**config.mk**
```make
export PLATFORM = sky130hd
export DESIGN_NAME = qqspi_target_flat
export DESIGN_NICKNAME = d
export VERILOG_FILES = /design/src/rtl/qqspi_target_if.sv /design/src/rtl/qqspi_target.sv /design/src/flat_wrapper.sv
export SDC_FILE = /design/constraint.sdc
export NUM_CORES = 1
export LEC_CHECK = 0
export ABC_AREA = 1
export CAP_MARGIN = 40
export CORE_UTILIZATION = 25
export CTS_CLUSTER_DIAMETER = 100
export DETAILED_ROUTE_END_ITERATION = 7
export PLACE_DENSITY = 0.47
export REMOVE_ABC_BUFFERS = 1
export SLEW_MARGIN = 5
export SYNTH_ARGS = -nofsm -noshare
export SYNTH_HDL_FRONTEND = slang
export SYNTH_SLANG_ARGS = --single-unit
```
**constraint.sdc**
```tcl
create_clock -name clk -period 2.1 [get_ports clk]
set_input_delay 0.42 -clock clk [delete_from_list [all_inputs] [get_ports clk]]
set_output_delay 0.42 -clock clk [all_outputs]
set_load 0.05 [all_outputs]
```
**src/rtl/qqspi_target_if.sv**
```systemverilog
// qqspi_target_if
// Byte-wide bus between the QSPI target and its backing memory.
//   mem_addr  : byte address presented with a strobe
//   mem_wdata : byte to be written, valid with mem_we
//   mem_we    : one-clk write strobe
//   mem_re    : one-clk read strobe
//   mem_rdata : read byte, valid exactly one clk after mem_re
// Modports: master = the QSPI target, slave = the memory.
interface qqspi_target_if;
   logic [23:0] mem_addr;
   logic [7:0]  mem_wdata;
   logic        mem_we;
   logic        mem_re;
   logic [7:0]  mem_rdata;

   modport master (
      output mem_addr,
      output mem_wdata,
      output mem_we,
      output mem_re,
      input  mem_rdata
   );

   modport slave (
      input  mem_addr,
      input  mem_wdata,
      input  mem_we,
      input  mem_re,
      output mem_rdata
   );
endinterface

```
**src/rtl/qqspi_target.sv**
```systemverilog
// qqspi_target
// Quad/single SPI target bridging an external initiator to a byte memory.
// All SPI pins are oversampled in the clk domain; clk must run at least
// four times faster than sclk.
// Commands: 0x02 single write, 0x03 single read, 0x38 quad write,
// 0xEB quad read with WAIT_CYCLES dummy clocks; anything else is ignored.
// Ports:
//   clk, resetn : system clock, synchronous active-low reset
//   cen         : chip enable (active-low if CEN_NPOL=0, active-high if 1)
//   sclk        : serial clock from the initiator, idles low
//   sio_in      : sio3..sio0 from the pads
//   sio_out     : data to the pads
//   sio_oe      : per-line output enable, 1 = drive
//   mem         : memory bus (qqspi_target_if.master)
module qqspi_target #(
   parameter int CEN_NPOL    = 0,
   parameter int WAIT_CYCLES = 6
) (
   input  logic           clk,
   input  logic           resetn,
   input  logic           cen,
   input  logic           sclk,
   input  logic [3:0]     sio_in,
   output logic [3:0]     sio_out,
   output logic [3:0]     sio_oe,
   qqspi_target_if.master mem
);

   typedef enum logic [2:0] {
      IDLE,
      CMD,
      ADDR,
      WAIT,
      RDATA,
      WDATA,
      IGNORE
   } state_t;

   localparam logic [7:0] WAIT_LAST = 8'(WAIT_CYCLES - 1);

   // synchronizers and edge-detect history
   logic       cen_meta_q,  cen_meta_d;
   logic       cen_sync_q,  cen_sync_d;
   logic       cen_prev_q,  cen_prev_d;
   logic       sclk_meta_q, sclk_meta_d;
   logic       sclk_sync_q, sclk_sync_d;
   logic       sclk_prev_q, sclk_prev_d;
   logic [3:0] sio_meta_q,  sio_meta_d;
   logic [3:0] sio_sync_q,  sio_sync_d;

   // protocol state
   state_t      state_q,    state_d;
   logic [7:0]  cmd_q,      cmd_d;
   logic [7:0]  cnt_q,      cnt_d;
   logic [23:0] in_sh_q,    in_sh_d;
   logic [23:0] addr_q,     addr_d;
   logic [7:0]  out_sh_q,   out_sh_d;
   logic [2:0]  ucnt_q,     ucnt_d;
   logic        consumed_q, consumed_d;
   logic        first_q,    first_d;
   logic        rvalid_q,   rvalid_d;
   logic [7:0]  pf_q,       pf_d;
   logic        quad_q,     quad_d;
   logic [3:0]  sio_out_q,  sio_out_d;
   logic [3:0]  sio_oe_q,   sio_oe_d;
   logic [23:0] mem_addr_q, mem_addr_d;
   logic [7:0]  mem_wdata_q, mem_wdata_d;
   logic        mem_we_q,   mem_we_d;
   logic        mem_re_q,   mem_re_d;

   // decoded helpers
   logic        cen_act;
   logic        cen_start;
   logic        sclk_rise;
   logic        sclk_fall;
   logic        go_rd;
   logic        cmd_quad;
   logic [7:0]  cmd_byte;
   logic [23:0] addr_quad;
   logic [23:0] addr_single;
   logic [7:0]  sh_next;
   logic [2:0]  ucnt_last;

   // Bits presented for the top unit of a byte: a nibble in quad mode,
   // otherwise the MSB on sio1 with every other line low.
   function automatic logic [3:0] lane_bits(input logic [7:0] b, input logic q);
      lane_bits = q ? b[7:4] : {2'b00, b[7], 1'b0};
   endfunction

   // Two-flop synchronizers; the *_prev flops give edge detection on the
   // synchronized copies so sclk edges and sio data stay aligned.
   always_comb begin
      cen_meta_d  = cen;
      cen_sync_d  = cen_meta_q;
      cen_prev_d  = cen_act;
      sclk_meta_d = sclk;
      sclk_sync_d = sclk_meta_q;
      sclk_prev_d = sclk_sync_q;
      sio_meta_d  = sio_in;
      sio_sync_d  = sio_meta_q;
   end

   assign cen_act   = (CEN_NPOL != 0) ? cen_sync_q : ~cen_sync_q;
   assign cen_start = cen_act & ~cen_prev_q;
   assign sclk_rise = sclk_sync_q & ~sclk_prev_q;
   assign sclk_fall = ~sclk_sync_q & sclk_prev_q;

   // Next-state and output logic. Inputs are consumed on sclk rises; read
   // data advances on sclk falls only after the initiator has sampled it.
   always_comb begin
      state_d     = state_q;
      cmd_d       = cmd_q;
      cnt_d       = cnt_q;
      in_sh_d     = in_sh_q;
      addr_d      = addr_q;
      out_sh_d    = out_sh_q;
      ucnt_d      = ucnt_q;
      consumed_d  = consumed_q;
      first_d     = first_q;
      rvalid_d    = mem_re_q;
      pf_d        = pf_q;
      quad_d      = quad_q;
      sio_out_d   = 4'b0000;
      sio_oe_d    = 4'b0000;
      mem_addr_d  = mem_addr_q;
      mem_wdata_d = mem_wdata_q;
      mem_we_d    = 1'b0;
      mem_re_d    = 1'b0;
      go_rd       = 1'b0;
      cmd_quad    = (cmd_q == 8'h38) || (cmd_q == 8'hEB);
      cmd_byte    = {in_sh_q[6:0], sio_sync_q[0]};
      addr_quad   = {in_sh_q[19:0], sio_sync_q};
      addr_single = {in_sh_q[22:0], sio_sync_q[0]};
      sh_next     = quad_q ? {out_sh_q[3:0], 4'h0} : {out_sh_q[6:0], 1'b0};
      ucnt_last   = quad_q ? 3'd1 : 3'd7;

      case (state_q)
         IDLE: begin
            if (cen_start) begin
               state_d = CMD;
               cnt_d   = 8'd0;
               in_sh_d = 24'd0;
            end
         end

         CMD: begin
            if (sclk_rise) begin
               in_sh_d = {16'h0000, cmd_byte};
               cnt_d   = cnt_q + 8'd1;
               if (cnt_q == 8'd7) begin
                  cmd_d   = cmd_byte;
                  cnt_d   = 8'd0;
                  in_sh_d = 24'd0;
                  case (cmd_byte)
                     8'h02, 8'h03, 8'h38, 8'hEB: state_d = ADDR;
                     default:                    state_d = IGNORE;
                  endcase
               end
            end
         end

         ADDR: begin
            if (sclk_rise) begin
               cnt_d   = cnt_q + 8'd1;
               in_sh_d = cmd_quad ? addr_quad : addr_single;
               if ((cmd_quad && cnt_q == 8'd5) || (!cmd_quad && cnt_q == 8'd23)) begin
                  addr_d  = in_sh_d;
                  cnt_d   = 8'd0;
                  in_sh_d = 24'd0;
                  case (cmd_q)
                     8'hEB: begin
                        if (WAIT_CYCLES == 0) go_rd = 1'b1;
                        else                  state_d = WAIT;
                     end
                     8'h03:   go_rd   = 1'b1;
                     default: state_d = WDATA;
                  endcase
               end
            end
         end

         WAIT: begin
            if (sclk_rise) begin
               cnt_d = cnt_q + 8'd1;
               if (cnt_q == WAIT_LAST) begin
                  go_rd = 1'b1;
               end
            end
         end

         RDATA: begin
            sio_oe_d  = sio_oe_q;
            sio_out_d = sio_out_q;
            // First byte arrives from memory: present it at once and
            // prefetch the following byte.
            if (rvalid_q) begin
               if (first_q) begin
                  first_d    = 1'b0;
                  out_sh_d   = mem.mem_rdata;
                  ucnt_d     = 3'd0;
                  sio_out_d  = lane_bits(mem.mem_rdata, quad_q);
                  addr_d     = addr_q + 24'd1;
                  mem_re_d   = 1'b1;
                  mem_addr_d = addr_q + 24'd1;
               end else begin
                  pf_d = mem.mem_rdata;
               end
            end
            if (sclk_rise) begin
               consumed_d = 1'b1;
            end
            // Advance only once the current unit has been sampled, so the
            // fall right after entry does not skip the first unit.
            if (sclk_fall && consumed_q && !first_q) begin
               consumed_d = 1'b0;
               if (ucnt_q == ucnt_last) begin
                  out_sh_d   = pf_q;
                  ucnt_d     = 3'd0;
                  sio_out_d  = lane_bits(pf_q, quad_q);
                  addr_d     = addr_q + 24'd1;
                  mem_re_d   = 1'b1;
                  mem_addr_d = addr_q + 24'd1;
               end else begin
                  out_sh_d  = sh_next;
                  ucnt_d    = ucnt_q + 3'd1;
                  sio_out_d = lane_bits(sh_next, quad_q);
               end
            end
         end

         WDATA: begin
            if (sclk_rise) begin
               in_sh_d = cmd_quad ? addr_quad : addr_single;
               cnt_d   = cnt_q + 8'd1;
               if ((cmd_quad && cnt_q == 8'd1) || (!cmd_quad && cnt_q == 8'd7)) begin
                  mem_we_d    = 1'b1;
                  mem_addr_d  = addr_q;
                  mem_wdata_d = in_sh_d[7:0];
                  addr_d      = addr_q + 24'd1;
                  cnt_d       = 8'd0;
                  in_sh_d     = 24'd0;
               end
            end
         end

         IGNORE: begin
            state_d = IGNORE;
         end

         default: begin
            state_d = IDLE;
         end
      endcase

      // Entry to the read data phase: fetch the addressed byte and turn the
      // data lanes around.
      if (go_rd) begin
         state_d    = RDATA;
         mem_re_d   = 1'b1;
         mem_addr_d = addr_d;
         first_d    = 1'b1;
         consumed_d = 1'b0;
         ucnt_d     = 3'd0;
         quad_d     = (cmd_q == 8'hEB);
         sio_oe_d   = (cmd_q == 8'hEB) ? 4'b1111 : 4'b0010;
         sio_out_d  = 4'b0000;
      end

      // Chip enable dropping aborts whatever is in flight, including a
      // half-assembled write byte and any pending read result.
      if (state_q != IDLE && !cen_act) begin
         state_d     = IDLE;
         cnt_d       = 8'd0;
         in_sh_d     = 24'd0;
         first_d     = 1'b0;
         consumed_d  = 1'b0;
         rvalid_d    = 1'b0;
         mem_re_d    = 1'b0;
         mem_we_d    = 1'b0;
         mem_addr_d  = mem_addr_q;
         mem_wdata_d = mem_wdata_q;
         sio_oe_d    = 4'b0000;
         sio_out_d   = 4'b0000;
      end
   end

   // State register with synchronous active-low reset. cen_prev_q resets
   // to "active" so a cen already asserted through reset is not taken as a
   // new transaction.
   always_ff @(posedge clk) begin
      if (!resetn) begin
         cen_meta_q  <= 1'b0;
         cen_sync_q  <= 1'b0;
         cen_prev_q  <= 1'b1;
         sclk_meta_q <= 1'b0;
         sclk_sync_q <= 1'b0;
         sclk_prev_q <= 1'b0;
         sio_meta_q  <= 4'b0000;
         sio_sync_q  <= 4'b0000;
         state_q     <= IDLE;
         cmd_q       <= 8'h00;
         cnt_q       <= 8'd0;
         in_sh_q     <= 24'd0;
         addr_q      <= 24'd0;
         out_sh_q    <= 8'h00;
         ucnt_q      <= 3'd0;
         consumed_q  <= 1'b0;
         first_q     <= 1'b0;
         rvalid_q    <= 1'b0;
         pf_q        <= 8'h00;
         quad_q      <= 1'b0;
         sio_out_q   <= 4'b0000;
         sio_oe_q    <= 4'b0000;
         mem_addr_q  <= 24'd0;
         mem_wdata_q <= 8'h00;
         mem_we_q    <= 1'b0;
         mem_re_q    <= 1'b0;
      end else begin
         cen_meta_q  <= cen_meta_d;
         cen_sync_q  <= cen_sync_d;
         cen_prev_q  <= cen_prev_d;
         sclk_meta_q <= sclk_meta_d;
         sclk_sync_q <= sclk_sync_d;
         sclk_prev_q <= sclk_prev_d;
         sio_meta_q  <= sio_meta_d;
         sio_sync_q  <= sio_sync_d;
         state_q     <= state_d;
         cmd_q       <= cmd_d;
         cnt_q       <= cnt_d;
         in_sh_q     <= in_sh_d;
         addr_q      <= addr_d;
         out_sh_q    <= out_sh_d;
         ucnt_q      <= ucnt_d;
         consumed_q  <= consumed_d;
         first_q     <= first_d;
         rvalid_q    <= rvalid_d;
         pf_q        <= pf_d;
         quad_q      <= quad_d;
         sio_out_q   <= sio_out_d;
         sio_oe_q    <= sio_oe_d;
         mem_addr_q  <= mem_addr_d;
         mem_wdata_q <= mem_wdata_d;
         mem_we_q    <= mem_we_d;
         mem_re_q    <= mem_re_d;
      end
   end

   assign sio_out       = sio_out_q;
   assign sio_oe        = sio_oe_q;
   assign mem.mem_addr  = mem_addr_q;
   assign mem.mem_wdata = mem_wdata_q;
   assign mem.mem_we    = mem_we_q;
   assign mem.mem_re    = mem_re_q;

endmodule

```
**src/flat_wrapper.sv**
```systemverilog
// flat-port wrapper written by rule: the top's interface ports become plain ports
module qqspi_target_flat 
#(
   parameter int CEN_NPOL    = 0,
   parameter int WAIT_CYCLES = 6
)
  (clk, resetn, cen, sclk, sio_in, sio_out, sio_oe, mem_mem_addr, mem_mem_wdata, mem_mem_we, mem_mem_re, mem_mem_rdata);
  qqspi_target_if mem_i ();
  input  logic clk;
  input  logic resetn;
  input  logic cen;
  input  logic sclk;
  input  logic [3:0] sio_in;
  output logic [3:0] sio_out;
  output logic [3:0] sio_oe;
  output wire logic [$bits(mem_i.mem_addr)-1:0] mem_mem_addr;
  output wire logic [$bits(mem_i.mem_wdata)-1:0] mem_mem_wdata;
  output wire logic [$bits(mem_i.mem_we)-1:0] mem_mem_we;
  output wire logic [$bits(mem_i.mem_re)-1:0] mem_mem_re;
  input wire logic [$bits(mem_i.mem_rdata)-1:0] mem_mem_rdata;
  assign mem_mem_addr = mem_i.mem_addr;
  assign mem_mem_wdata = mem_i.mem_wdata;
  assign mem_mem_we = mem_i.mem_we;
  assign mem_mem_re = mem_i.mem_re;
  assign mem_i.mem_rdata = mem_mem_rdata;
  qqspi_target #(.CEN_NPOL(CEN_NPOL), .WAIT_CYCLES(WAIT_CYCLES)) u_core (.clk(clk), .resetn(resetn), .cen(cen), .sclk(sclk), .sio_in(sio_in), .sio_out(sio_out), .sio_oe(sio_oe), .mem(mem_i));
endmodule
```
# Yosys cells after proc, flatten, opt, wreduce, memory -nomap -nowiden
# Cells that the tools add are included.
[classes]
bitwise = 14
eq_ne = 36
n_reduce_logical = 41
mux = 82
addsub = 3
[op_table]
columns = ["cell", "n"]
rows = [
  ["$mux W24", 16],
  ["$mux W23", 6],
  ["$pmux W23 S4", 1],
  ["$mux W8", 10],
  ["$pmux W24 S3", 1],
  ["$pmux W24 S2", 1],
  ["$mux W4", 10],
  ["$pmux W8 S5", 1],
  ["$mux W3", 12],
  ["$mux W7", 4],
  ["$add A24 B1 Y24 const B", 1],
  ["$eq A8 B2 Y1 const B", 3],
  ["$ne A3 B1 Y1 const B", 7],
  ["$ne A2 B1 Y1 const B", 9],
  ["$mux W1", 17],
  ["$eq A8 B3 Y1 const B", 2],
  ["$eq A8 B6 Y1 const B", 2],
  ["$eq A8 B8 Y1 const B", 2],
  ["$pmux W3 S5", 1],
  ["$reduce_and A7 Y1", 2],
  ["$reduce_or A4 Y1", 3],
  ["$not A1 Y1", 11],
  ["$reduce_bool A2 Y1", 5],
  ["$eq A3 B3 Y1 const B", 3],
  ["26 further kinds", 46],
]
[totals]
reg_bits = 144
wordCells = 203
output_inout_bits = 42

# Logic depth before layout (Yosys ltp)
# Gate-level depths: netlist of run 1.
[logic_depth]
ltp_word = 10
ltp_mapped = 16
mapped_depth_nobuf = 16

# Worst setup path after synthesis of run 1
# No wires, ideal clock.
[synth_path]
path_type = "register to register"
startpoint = "reg u_core.cnt_q[0]"
endpoint = "reg u_core.mem_addr_q[21], in the netlist u_core.mem.mem_addr[21]"
t_required_ns = 1.982
arrival_time_ns = 1.695
path_stages_with_launch = 15
period_less_slack_ns = 1.814
setup_slack_ns = 0.286
setup_ns = 0.118
path_buffers = 2
cell_sequence = "dfxtp_1 > ha_1 > nand2_1 > nor2_1 > nand3_1 > nand3_1 > nand2_1 > o21ai_2 > nand2_2 > nand2_1 > nand2_2 > buf_6 > buf_6 > a21oi_1 > a21oi_1"
[synth_via]
elab_chain_cells = 8
word_cells_on_any_way = 25
classes_between = "eq/ne: 6; mux: 11; reduce/logical: 8"
[synth_rtl]
columns = ["element", "line", "rtl"]
rows = [
  ["from (decl)", "qqspi_target.sv:54", "logic [7:0] cnt_q, cnt_d;"],
  ["from (signal assigned)", "qqspi_target.sv:329", "cnt_q <= cnt_d;"],
  ["$eq A8 B3 Y1 / $eq A8 B5 Y1 (equally long branches)", "qqspi_target.sv:166, qqspi_target.sv:185", ""],
  ["$logic_and A1 B1 Y1", "qqspi_target.sv:166", "if ((cmd_quad && cnt_q == 8'd5) || (!cmd_quad && cnt_q == 8'd23)) begin"],
  ["$logic_or A1 B1 Y1", "qqspi_target.sv:166", ""],
  ["$mux W1", "qqspi_target.sv:166", ""],
  ["$mux W1", "qqspi_target.sv:163", "if (sclk_rise) begin"],
  ["$pmux W1 S2", "qqspi_target.sv:137", "case (state_q)"],
  ["$ne A3 B1 Y1 (no source line) / $reduce_bool A3 Y1 (equally long branches)", "n/a", ""],
  ["$reduce_and A4 Y1 (no source line)", "n/a", ""],
  ["to (signal assigned)", "qqspi_target.sv:341", "mem_addr_q <= mem_addr_d;"],
  ["to (decl)", "qqspi_target.sv:66", "logic [23:0] mem_addr_q, mem_addr_d;"],
]
# Parallel ways exist; a longest one is shown, timed or not.
# A chain may end at the register's enable or synchronous reset.

# Worst setup path after layout of run 1
[layout_path]
startpoint = "reg u_core.cmd_q[6]"
endpoint = "reg u_core.mem_addr_q[13], in the netlist u_core.mem.mem_addr[13]"
[layout_via]
elab_chain_cells = 10
word_cells_on_any_way = 26
classes_between = "eq/ne: 5; mux: 11; reduce/logical: 10"
[layout_rtl]
columns = ["element", "line", "rtl"]
rows = [
  ["from (decl)", "qqspi_target.sv:53", "logic [7:0] cmd_q, cmd_d;"],
  ["from (signal assigned)", "qqspi_target.sv:328", "cmd_q <= cmd_d;"],
  ["$eq A8 B6 Y1 / $eq A8 B8 Y1 (equally long branches)", "qqspi_target.sv:130", "cmd_quad = (cmd_q == 8'h38) || (cmd_q == 8'hEB);"],
  ["$logic_or A1 B1 Y1", "qqspi_target.sv:130", ""],
  ["$logic_not A1 Y1", "qqspi_target.sv:166, qqspi_target.sv:235", ""],
  ["$logic_and A1 B1 Y1", "qqspi_target.sv:166", ""],
  ["$logic_or A1 B1 Y1", "qqspi_target.sv:166", ""],
  ["$mux W1", "qqspi_target.sv:166", ""],
  ["$mux W1", "qqspi_target.sv:163", ""],
  ["$pmux W1 S2", "qqspi_target.sv:137", ""],
  ["$ne A3 B1 Y1 (no source line) / $reduce_bool A3 Y1 (equally long branches)", "n/a", ""],
  ["$reduce_and A4 Y1 (no source line)", "n/a", ""],
]
# Parallel ways exist; a longest one is shown, timed or not.

==> results of run 1 <==
## worst max-delay path, stage by stage, from the launching register on
cell	delay, ns
dfxtp_1	0.35
inv_1	0.05
nand2_1	0.11
nor2_1	0.06
nand2_2	0.10
nand2_4	0.09
buf_4	0.20
or2_2	0.29
o21ai_1	0.24
nand2_1	0.09
nand3_1	0.09
nand4_1	0.11
nand2_1	0.09
a21oi_1	0.06
## cells in the final DEF (no fill, tap or decap), types with 3 or more instances in the layout
master           netlist  routed
o211ai_1              22      22
buf_4                  8      90
clkbuf_16              0      20
o21ai_2                4      16
a21oi_1              125     110
inv_1                174     173
a31oi_1               12      12
o22ai_1                3       3
dfxtp_1              142     130
inv_6                  0       4
nand2_2                9      15
nor3_1                 7       7
a211oi_1               3       3
buf_12                 0      12
buf_6                  8       5
nor2_1               101      94
nand3_2                1       4
clkinv_1               4       4
dfxtp_2                0      11
and2_1                 7       7
clkinvlp_4             0       4
or2_2                 10      11
a21oi_2                0      14
o21ai_1               20      17
dlymetal6s2s_1         0       5
o221ai_1               5       5
o21ai_0               77      67
nand3_1              128     124
nand2_1              505     495
clkdlybuf4s50_1        0      44
dlygate4sd2_1          0       5
nand4_1               24      24
xor2_1                 8       8
nor2_2                 9      13
nand2_4                3       6
inv_2                 14      14
nor2_4                 6       9
## per-stage QoR
stage               util, %  TNS, ns  setup slack (ns)  power (mW)
floorplan                 -   -19.02           -0.3312       3.819
global placement      30.09  -0.5728           -0.1075       4.377
detailed placement    30.09  -0.2388          -0.08031       4.380
CTS                   31.71  -0.1998          -0.04983       7.540
global route          33.01  -0.2680          -0.03064       7.992
finish                33.01        0           0.05679       7.631
## final cells by class
class                      instances  area [µm²]
fill                            3972       24060
multi-input combinational       1113        5480
sequential                       142        2860
timing repair buffer             167        1629
inverter                         192       723.2
tap                              461       576.8
clock buffer                      18       429.2
clock inverter                    14       157.7
## registers in the layout, indices dropped and copies added, names as in the netlist, 2 cells and up
| name | cells |
|---|---|
| u_core.pf_q | 8 |
| u_core.sio_meta_q | 4 |
| u_core.state_q | 3 |
| u_core.cnt_q | 8 |
| u_core.ucnt_q | 3 |
| u_core.sio_out | 4 |
| u_core.addr_q | 24 |
| u_core.sio_oe | 2 |
| u_core.cmd_q | 8 |
| u_core.mem.mem_addr | 24 |
| u_core.mem.mem_wdata | 8 |
| u_core.sio_sync_q | 4 |
| u_core.in_sh_q | 23 |
| u_core.out_sh_q | 7 |
## power by group through the flow
stage | Sequential (mW) | Clock (mW) | Combinational (mW)
after floorplan | 3.10 | 0 | 0.716
after global placement | 2.95 | 0 | 1.42
after detailed placement | 2.95 | 0 | 1.43
after CTS | 2.89 | 3.22 | 1.42
after global routing | 2.91 | 3.34 | 1.74
final | 2.90 | 3.14 | 1.59
## routing by layer
layer | routed length [µm] | track usage [%] | vias to the layer above
li1 | - | - | 5129
met1 | 16570 | 24.32 | 4689
met2 | 15210 | 28.01 | 259
met3 | 1438 | 2.348 | 49
met4 | 761 | 5.541 | 0
met5 | 0 | 0 | -
## path summary, 6_finish.rpt
kind / to / start / cells past startpoint
worst max-delay path: u_core.mem.mem_addr[13] / u_core.cmd_q[6] / 13
worst min-delay path: u_core.sio_sync_q[0] / u_core.sio_meta_q[0] / 2
worst max register to register: u_core.mem.mem_addr[13] / u_core.cmd_q[6] / 13
worst min register to register: u_core.sio_sync_q[0] / u_core.sio_meta_q[0] / 2
## logic make-up after synthesis
group           after synthesis  share of synthesized area, %
simple gates                818                         38.25
compound gates              281                         17.00
buf+inv                     269                         12.32
flops                       142                         30.91
xor+xnor                      9                        0.8571
fa+ha+maj                     4                        0.5442
mux                           1                        0.1088
## timing repair
action | 4_1_cts | 5_1_grt
setup buffers | 0 | 6
gates resized for setup | 7 | 100
setup endpoints to repair | 14 | 88
cloned | 0 | 6
pin swaps | 0 | 12
==> qor.yml, run 1 <==
run_status:
  status: "finished, final reports clean"
logic_synthesis:
  synth_most_common_cell: "nand2_1"
  ys_seq_area_share_pct: 30.91
  synth_common_cells: "nand2_1 (505), inv_1 (174), dfxtp_1 (142)"
  synth_area_per_cell_um2: 6.035
  yosysUniqueCellTypes: 49
  synthArstFlopShare_pct: 0
  synth_edf_count: 0
  synth.area.top_cells: "dfxtp_1 (31%), nand2_1 (21%), inv_1 (7.1%)"
  yosys_warnings: 0
  syn_area_mm2: 0.009198
  synth_largest_area_cell: "dfxtp_1"
  netlist.area_leader.share_pct: 30.91
  ys.flop_type: "dfxtp_1"
  syn_inst: 1524
  yosys_register_bits: 142
placement:
  dp_hpwl_mm: 23.57
  dp.cells: 2063
  gp_congestion: 0.9431
  io_buffers: 57
  placed_area_mm2: 0.01081
critical_path:
  rrSetupSlack_ns: 0.06
  critPathArrivalTime_ns: 2.37
  path_class: "register to register"
  cp-start-kind: "register"
  crit_fanout: 16
  end_kind: "register"
  cp.required_ns: 2.43
grt:
  grt_max_degree: 82
  grt_pass1_vias: 9341
  antenna_found_initial: 0
  grt_pass1_wl_mm: 51.92
  grt_use_total_pct: 17.55
  grt-ovfl-total: 0
floorplanning:
  initial_core_util_pct: 25.61
  io_pins: 58
  chipHeight_um: 193.8
  core-area_mm2: 0.03591
  rows: 69
  dieArea_mm2: 0.03756
  die_x_um: 193.8
sta:
  worst_pin_slew_ns: 0.5126
  rsz0062_at_grt: "yes"
  whs_ns: 0.4115
  setup_viol: 0
  drv_slew: 0
  skew_ns: 0.01036
  slew_headroom_pct: 65.70
  fmax_mhz: 489.4
  fin_crit_sh_pct: 97.30
  min_period_ns: 2.043
  finalHoldViolations: 0
detailed_routing:
  num_vias: 10126
  drtAntennaViolNets: 0
  drt_iter0_drc: 714
  routed_wl_mm: 33.98
  firstDrtPassIters: 5
  viasPerCell: 4.806
  drc: 0
  routedWlPerCell_um: 16.13
clock_tree:
  cts_hold_buf: 0
  cts.clk_slew.worst_paths_ns: 0.07
  cts.sinks: 142
  cts-root-buf: "clkbuf_16"
  cts_tree: "yes"
  ctsHtreeMaxLevel: 4
  clockBufferDepth: 2
  clock_latency_ns: 0.45
  cts_buffers: 17
power_and_ir_drop:
  intPower_mw: 5.111
  leakage_nw: 5.355
  p_sw_mw: 2.520
  swShare_pct: 33.02
  seqPwrFrac_pct: 38.0
  p_comb_share_pct: 20.9
  powerDensity_mw_per_mm2: 643.6
  clkPwrFrac_pct: 41.1
  worst_ir_drop_vdd_uv: 580.0
layout:
  drive_gt1_share_pct: 16.46
  layout.cells.non_filler: 2107
  syn2layout_area_growth_pct: 28.91
  diodes: 0
  fin_area_mm2: 0.01186
  fin_nets: 1653
run:
  cap_viol_max_count: 0
min_path:
  worst_hold_path_type: "register to register"
Note: power is estimated with default switching activity, not from simulation.
==> inputs of run 2 (changes only) <==
--- a/config.mk
+++ b/config.mk
@@ -10,6 +10,7 @@
 export CORE_UTILIZATION = 25
 export CTS_CLUSTER_DIAMETER = 100
 export DETAILED_ROUTE_END_ITERATION = 7
+export HOLD_SLACK_MARGIN = 0.08
 export PLACE_DENSITY = 0.47
 export REMOVE_ABC_BUFFERS = 1
 export SLEW_MARGIN = 5
==> results of run 2 <==
Final layout, timing and power as in run 1 (identical DEF).
